<file path="config.mk">
export PLATFORM = sky130hd
export DESIGN_NAME = piso_tx_flat
export DESIGN_NICKNAME = d
export VERILOG_FILES = /design/src/rtl/piso_pkg.sv /design/src/rtl/piso_tx_if.sv /design/src/rtl/piso_tx_hold_buf.sv /design/src/rtl/piso_tx.sv /design/src/flat_wrapper.sv
export SDC_FILE = /design/constraint.sdc
export NUM_CORES = 1
export LEC_CHECK = 0
export CAP_MARGIN = 40
export CORE_MARGIN = 4
export CORE_UTILIZATION = 40
export CTS_BUF_LIST = sky130_fd_sc_hd__clkbuf_2
export DETAILED_ROUTE_END_ITERATION = 10
export PLACE_DENSITY_LB_ADDON = 0.1
export SETUP_SLACK_MARGIN = 0.2
export SLEW_MARGIN = 20
export SYNTH_ARGS = -nofsm -noshare
export SYNTH_HDL_FRONTEND = slang
export SYNTH_HIERARCHICAL = 1
export SYNTH_SLANG_ARGS = --single-unit
export TNS_END_PERCENT = 20
</file>
<file path="constraint.sdc">
create_clock -name clk -period 2.5 [get_ports clk]
set_input_delay 0.75 -clock clk [delete_from_list [all_inputs] [get_ports clk]]
set_output_delay 0.75 -clock clk [all_outputs]
set_load 0.02 [all_outputs]
</file>
<file path="src/rtl/piso_pkg.sv">
`default_nettype none
// ============================================================================
// Module   : piso_pkg
// Brief    : Shared types and constants for the piso_tx serial transmitter.
// Revision : 1.0 - initial release
// ============================================================================
package piso_pkg;

  typedef enum logic [0:0] {
    S_IDLE  = 1'b0,
    S_SHIFT = 1'b1
  } state_t;

  localparam int c_LSB_FIRST = 0;
  localparam int c_MSB_FIRST = 1;

  // Bit-counter width; at least one bit so WIDTH=2 still has a counter.
  function automatic int cnt_w(input int width);
    return (width <= 2) ? 1 : $clog2(width);
  endfunction

endpackage
`default_nettype wire

</file>
<file path="src/rtl/piso_tx_if.sv">
`default_nettype none
// ============================================================================
// Module   : piso_tx_if
// Brief    : Word handshake and serial-output bundle of the piso_tx block.
// Revision : 1.0 - initial release
// ============================================================================
interface piso_tx_if #(
  parameter int WIDTH = 8
);
  import piso_pkg::*;

  logic             in_valid;
  logic [WIDTH-1:0] in_data;
  logic             in_ready;
  logic             hold;
  logic             ser_d;
  logic             ser_en;
  logic             busy;
  logic             done;

  modport master (
    output in_valid, in_data, hold,
    input  in_ready, ser_d, ser_en, busy, done
  );

  modport slave (
    input  in_valid, in_data, hold,
    output in_ready, ser_d, ser_en, busy, done
  );

endinterface
`default_nettype wire

</file>
<file path="src/rtl/piso_tx_hold_buf.sv">
`default_nettype none
// ============================================================================
// Module   : tx_hold_buf
// Brief    : One-entry holding buffer in front of the piso_tx shifter.
// Revision : 1.0 - initial release
// ============================================================================
module tx_hold_buf
  import piso_pkg::*;
#(
  parameter int WIDTH = 8
) (
  input  logic             clk,
  input  logic             reset,
  input  logic             in_valid,
  input  logic [WIDTH-1:0] in_data,
  input  logic             take,
  output logic             in_ready,
  output logic [WIDTH-1:0] buf_data,
  output logic             buf_full
);

  logic             r_buf_full;
  logic [WIDTH-1:0] r_buf_data;
  logic             w_accept;

  // Accept and take are mutually exclusive: accept needs empty, take needs full.
  assign w_accept = in_valid & ~r_buf_full;

  always_ff @(posedge clk or negedge reset) begin
    if (!reset) begin
      r_buf_full <= 1'b0;
    end else if (w_accept) begin
      r_buf_full <= 1'b1;
    end else if (take) begin
      r_buf_full <= 1'b0;
    end
  end

  always_ff @(posedge clk) begin
    if (w_accept) begin
      r_buf_data <= in_data;
    end
  end

  assign in_ready = ~r_buf_full;
  assign buf_data = r_buf_data;
  assign buf_full = r_buf_full;

endmodule
`default_nettype wire

</file>
<file path="src/rtl/piso_tx.sv">
`default_nettype none
// ============================================================================
// Module   : piso_tx
// Brief    : Bit-serial transmitter with data bit plus per-bit enable strobe.
// Revision : 1.0 - initial release
// ============================================================================
module piso_tx
  import piso_pkg::*;
#(
  parameter int WIDTH     = 8,
  parameter int MSB_FIRST = c_LSB_FIRST
) (
  input  logic     clk,
  input  logic     reset,
  piso_tx_if.slave bus
);

  localparam int         c_CNT_W    = cnt_w(WIDTH);
  localparam logic [0:0] c_ST_IDLE  = S_IDLE;
  localparam logic [0:0] c_ST_SHIFT = S_SHIFT;
  localparam logic [c_CNT_W-1:0] c_LAST = c_CNT_W'(WIDTH - 1);

  logic [0:0]         r_state;
  logic [WIDTH-1:0]   r_shreg;
  logic [c_CNT_W-1:0] r_cnt;

  logic [WIDTH-1:0]   w_buf_data;
  logic [WIDTH-1:0]   w_shifted;
  logic               w_buf_full;
  logic               w_ser_d;
  logic               w_shifting;
  logic               w_last;
  logic               w_take;

  tx_hold_buf #(
    .WIDTH (WIDTH)
  ) u_hold_buf (
    .clk      (clk),
    .reset    (reset),
    .in_valid (bus.in_valid),
    .in_data  (bus.in_data),
    .take     (w_take),
    .in_ready (bus.in_ready),
    .buf_data (w_buf_data),
    .buf_full (w_buf_full)
  );

  generate
    if (MSB_FIRST == c_MSB_FIRST) begin : g_msb_first
      assign w_shifted = {r_shreg[WIDTH-2:0], 1'b0};
      assign w_ser_d   = r_shreg[WIDTH-1];
    end else begin : g_lsb_first
      assign w_shifted = {1'b0, r_shreg[WIDTH-1:1]};
      assign w_ser_d   = r_shreg[0];
    end
  endgenerate

  assign w_shifting = (r_state == c_ST_SHIFT) & ~bus.hold;
  assign w_last     = (r_cnt == c_LAST);
  // A buffered word moves into the shifter from IDLE or on an un-held last bit.
  assign w_take     = w_buf_full & (((r_state == c_ST_IDLE)) | (w_shifting & w_last));

  always_ff @(posedge clk or negedge reset) begin
    if (!reset) begin
      r_state <= c_ST_IDLE;
      r_shreg <= '0;
      r_cnt   <= '0;
    end else begin
      case (r_state)
        c_ST_IDLE: begin
          if (w_buf_full) begin
            r_shreg <= w_buf_data;
            r_cnt   <= '0;
            r_state <= c_ST_SHIFT;
          end
        end
        c_ST_SHIFT: begin
          if (!bus.hold) begin
            if (!w_last) begin
              r_shreg <= w_shifted;
              r_cnt   <= r_cnt + 1'b1;
            end else if (w_buf_full) begin
              r_shreg <= w_buf_data;
              r_cnt   <= '0;
            end else begin
              r_state <= c_ST_IDLE;
            end
          end
        end
        default: begin
          r_state <= c_ST_IDLE;
        end
      endcase
    end
  end

  assign bus.ser_d  = w_ser_d;
  assign bus.ser_en = w_shifting;
  assign bus.done   = w_shifting & w_last;
  assign bus.busy   = (r_state == c_ST_SHIFT) | w_buf_full;

endmodule
`default_nettype wire
</file>
<file path="src/flat_wrapper.sv">
// flat-port wrapper written by rule: the top's interface ports become plain ports
module piso_tx_flat import piso_pkg::*;
#(
  parameter int WIDTH     = 8,
  parameter int MSB_FIRST = c_LSB_FIRST
)
  (clk, reset, bus_in_valid, bus_in_data, bus_hold, bus_in_ready, bus_ser_d, bus_ser_en, bus_busy, bus_done);
  piso_tx_if #(.WIDTH(WIDTH)) bus_i ();
  input  logic clk;
  input  logic reset;
  input wire logic [$bits(bus_i.in_valid)-1:0] bus_in_valid;
  input wire logic [$bits(bus_i.in_data)-1:0] bus_in_data;
  input wire logic [$bits(bus_i.hold)-1:0] bus_hold;
  output wire logic [$bits(bus_i.in_ready)-1:0] bus_in_ready;
  output wire logic [$bits(bus_i.ser_d)-1:0] bus_ser_d;
  output wire logic [$bits(bus_i.ser_en)-1:0] bus_ser_en;
  output wire logic [$bits(bus_i.busy)-1:0] bus_busy;
  output wire logic [$bits(bus_i.done)-1:0] bus_done;
  assign bus_i.in_valid = bus_in_valid;
  assign bus_i.in_data = bus_in_data;
  assign bus_i.hold = bus_hold;
  assign bus_in_ready = bus_i.in_ready;
  assign bus_ser_d = bus_i.ser_d;
  assign bus_ser_en = bus_i.ser_en;
  assign bus_busy = bus_i.busy;
  assign bus_done = bus_i.done;
  piso_tx #(.WIDTH(WIDTH), .MSB_FIRST(MSB_FIRST)) u_core (.clk(clk), .reset(reset), .bus(bus_i));
endmodule
</file>
==> flow_summary.yaml <==
hold_path:
  min_path_type: "flop to flop"
place:
  place_congestion: 0.654
  dp_hpwl_um: 1430
  place_ws_ns: -0.321
  portBuffers: 16
timing:
  rsz0062_at_grt: "yes"
  slew_headroom_pct: 56.1
  hold_violations: 0
  slew_violations: 0
  max_freq_mhz: 434
  fin_crit_sh_pct: 92.1
  min_period_ns: 2.30
  fin_hold_ws_ns: 0.554
  setup_ws_ns: 0.198
  worstMarginPinSlew_ns: 0.656
  fin_worst_skew_ns: 0.00356
  setup_violations: 0
worst_setup_path:
  endpoint_kind: "output port"
  critPathBufInv: 2
  worst_path_most_repeated_cell: "ha_1"
  cp_top_family: "flip-flops"
  critPathArrivalTime_ns: 1.55
  r2r_start: "u_core/r_cnt[0]"
  cpPeakStageDelay_ns: 0.42
  path_max_fanout: 3
  r2r_slack_ns: 0.77
  crit_type: "flop to output port"
  rr_endpoint: "u_core/r_shreg[3]"
  cp-start-kind: "flop"
  reg2reg_depth: 6
  cp.required_ns: 1.75
  critical_path.startpoint: "u_core/r_cnt[1]"
  crit_cells: 5
  worstPathCellList: "ha_1 -> ha_1 -> inv_1 -> nor3_1 -> buf_2"
  crit_slowest_cell: "dfrtp_1"
  timing.critical_path.to: "bus_done"
clock_network:
  holdBufCountCts: 0
  cts_buffers: 3
  clock_latency_ns: 0.32
  htreeDepth: 1
  cts-root-buf: "clkbuf_2"
  cts_sinks: 21
  clk_pin_slew_ns: 0.20
  cts_tree: "built"
  cts_buffer_depth: 2
synth:
  synth-warning-count: 6
  yosysMostFrequentCell: "dfrtp_1"
  synth_compound_area_share_pct: 22.2
  synthAdderAreaFrac_pct: 3.65
  syn-cell-area_mm2: 0.00103
  synthArstFlopShare_pct: 61.9
  avgSynthCellArea_um2: 12.1
  synth-simple-area-share_pct: 13.6
  yosysUniqueCellTypes: 29
  synth_xor_area_share_pct: 0
  yosysSeqAreaShare_pct: 55.1
  synth_edf_count: 8
  ys_top_cells_by_count: "13 x dfrtp_1, 8 x edfxtp_1, 8 x nor3_1, 7 x nor2b_1, 7 x o21ai_1"
  synthFlopType: "dfrtp_1"
  synth.top_cells.by_area: "dfrtp_1 32%, edfxtp_1 23%, o221a_1 6.6%, nor2b_1 4.3%, nor3_1 3.9%"
  synthCells: 85
  synth_top_area_share_pct: 31.7
  syn_nets: 100
  muxShareOfSynthArea_pct: 0
  synth_seq_cells: 21
  synth_top_family_by_area: "compound AO/OA/AOI/OAI gates"
  synth_top_area_cell: "dfrtp_1"
route:
  vias_per_cell: 5.28
  dr.pass1.iters: 4
  final_antenna_net_count: 0
  vias: 728
  drtIter0Drc: 14
  drc: 0
  routed_wl_um: 2110
  wl_per_cell_um: 15.3
power_and_ir_drop:
  irDropWorstVdd_mv: 0.442
  p_leak_nw: 0.488
  pwr_density_cell_mw_per_mm2: 805
grt:
  grt_pass1_vias: 740
  grt.total_usage_pct: 13.9
  grt_antenna_before_repair: 0
  grt-ovfl-total: 0
  grt_max_degree: 17
  grt_pass1_wl_um: 3510
floorplan:
  row_count: 18
  core_mm2: 0.00245
  die_w_um: 58.7
  boundaryPins: 17
  die-height_um: 58.7
  start_util_pct: 41.8
  die_area_mm2: 0.00344
final_layout:
  nFillCells: 222
  antenna_cells_inserted: 0
  nets: 124
  drive_above_1_share_pct: 20.4
  area_growth_syn_to_layout_pct: 22.8
flow_run:
  max-cap-violations: 0
run_status:
  status: "completed"
[layout by cell type, fill, tap and decap left out, types with 5 or more instances in the layout]
master,Yosys,routed
nor3_1,8,8
clkdlybuf4s50_1,0,12
o221a_1,6,6
edfxtp_1,8,8
buf_4,1,7
inv_1,5,5
dfrtp_1,13,13
nor2b_1,7,7
o21ai_1,7,7
[logic make-up (layout without fill, tap and decap cells)]
group / Yosys count / count (layout)
AO/OA/AOI/OAI: 28 / 28
AND/OR/NAND/NOR: 23 / 23
flip-flops: 21 / 21
buffers and inverters: 10 / 33
adder cells (fa/ha/maj): 3 / 3
[routing by layer]
layer,vias up,share of wire (%),global-route usage (%)
li1,361,-,-
met1,353,49,17.6
met2,12,47,22.6
met3,2,3.5,2.85
met4,0,0.80,6.80
met5,-,0,0
[cell type report]
| class | instances | area, um^2 | area share [%] |
|---|---|---|---|
| sequential | 21 | 566 | 44.8 |
| tap | 30 | 37.5 | 2.98 |
| inverter | 6 | 22.5 | 1.79 |
| clock inverter | 1 | 5.00 | 0.397 |
| multi-input combinational | 54 | 405 | 32.1 |
| clock buffer | 3 | 15.0 | 1.19 |
| timing repair buffer | 23 | 210 | 16.7 |
[worst reg2reg max path, cell delays in order (launching register included)]
cell     delay (ns)
dfrtp_1        0.44
ha_1           0.23
ha_1           0.21
buf_4          0.18
nor2b_4        0.14
o21ai_4        0.26
o221a_1        0.24
[how the worst min path moves through the flow]
stage               depth (start not counted)                end  slack, ns                     startpoint
finish                                      1  u_core/r_shreg[5]       0.55  u_core/u_hold_buf/buf_data[5]
global route                                1  u_core/r_shreg[5]       0.58  u_core/u_hold_buf/buf_data[5]
CTS                                         1    u_core/r_cnt[1]       0.56                u_core/r_cnt[1]
detailed placement                          1    u_core/r_cnt[1]       0.51                u_core/r_cnt[1]
global placement                            1    u_core/r_cnt[1]       0.50                u_core/r_cnt[1]
floorplan                                   0    u_core/r_cnt[0]       0.45                          reset
[what timing repair did]
action / CTS / global route
gates resized for setup: 9 / 1
endpoints found under the setup margin: 3 / 2
buffers inserted: 0 / 2
[where the power goes]
group / internal [mW] / switching [mW]
Clock: 0.0363 / 0.105
Sequential: 0.449 / 0.0721
Combinational: 0.187 / 0.165
[through the flow]
step | setup TNS (ns) | std cells | area (um^2) | total power [mW] | util, %
floorplan | 0 | 85 | 1030 | 0.743 | -
global placement | -0.533 | 132 | 1230 | 0.849 | 50.1
detailed placement | -0.550 | 132 | 1230 | 0.861 | 50.1
CTS | 0 | 136 | 1240 | 1.01 | 50.7
global route | 0 | 138 | 1260 | 1.10 | 51.4
finish | 0 | 138 | 1260 | 1.01 | 51.4
[sequential cells by signal (all words and copies together), names as in the netlist]
name	count
u_core/r_shreg	8
u_core/r_state	1
u_core/u_hold_buf/buf_data	8
u_core/u_hold_buf/buf_full	1
u_core/r_cnt	3
Power figures use the tool's default switching activity.
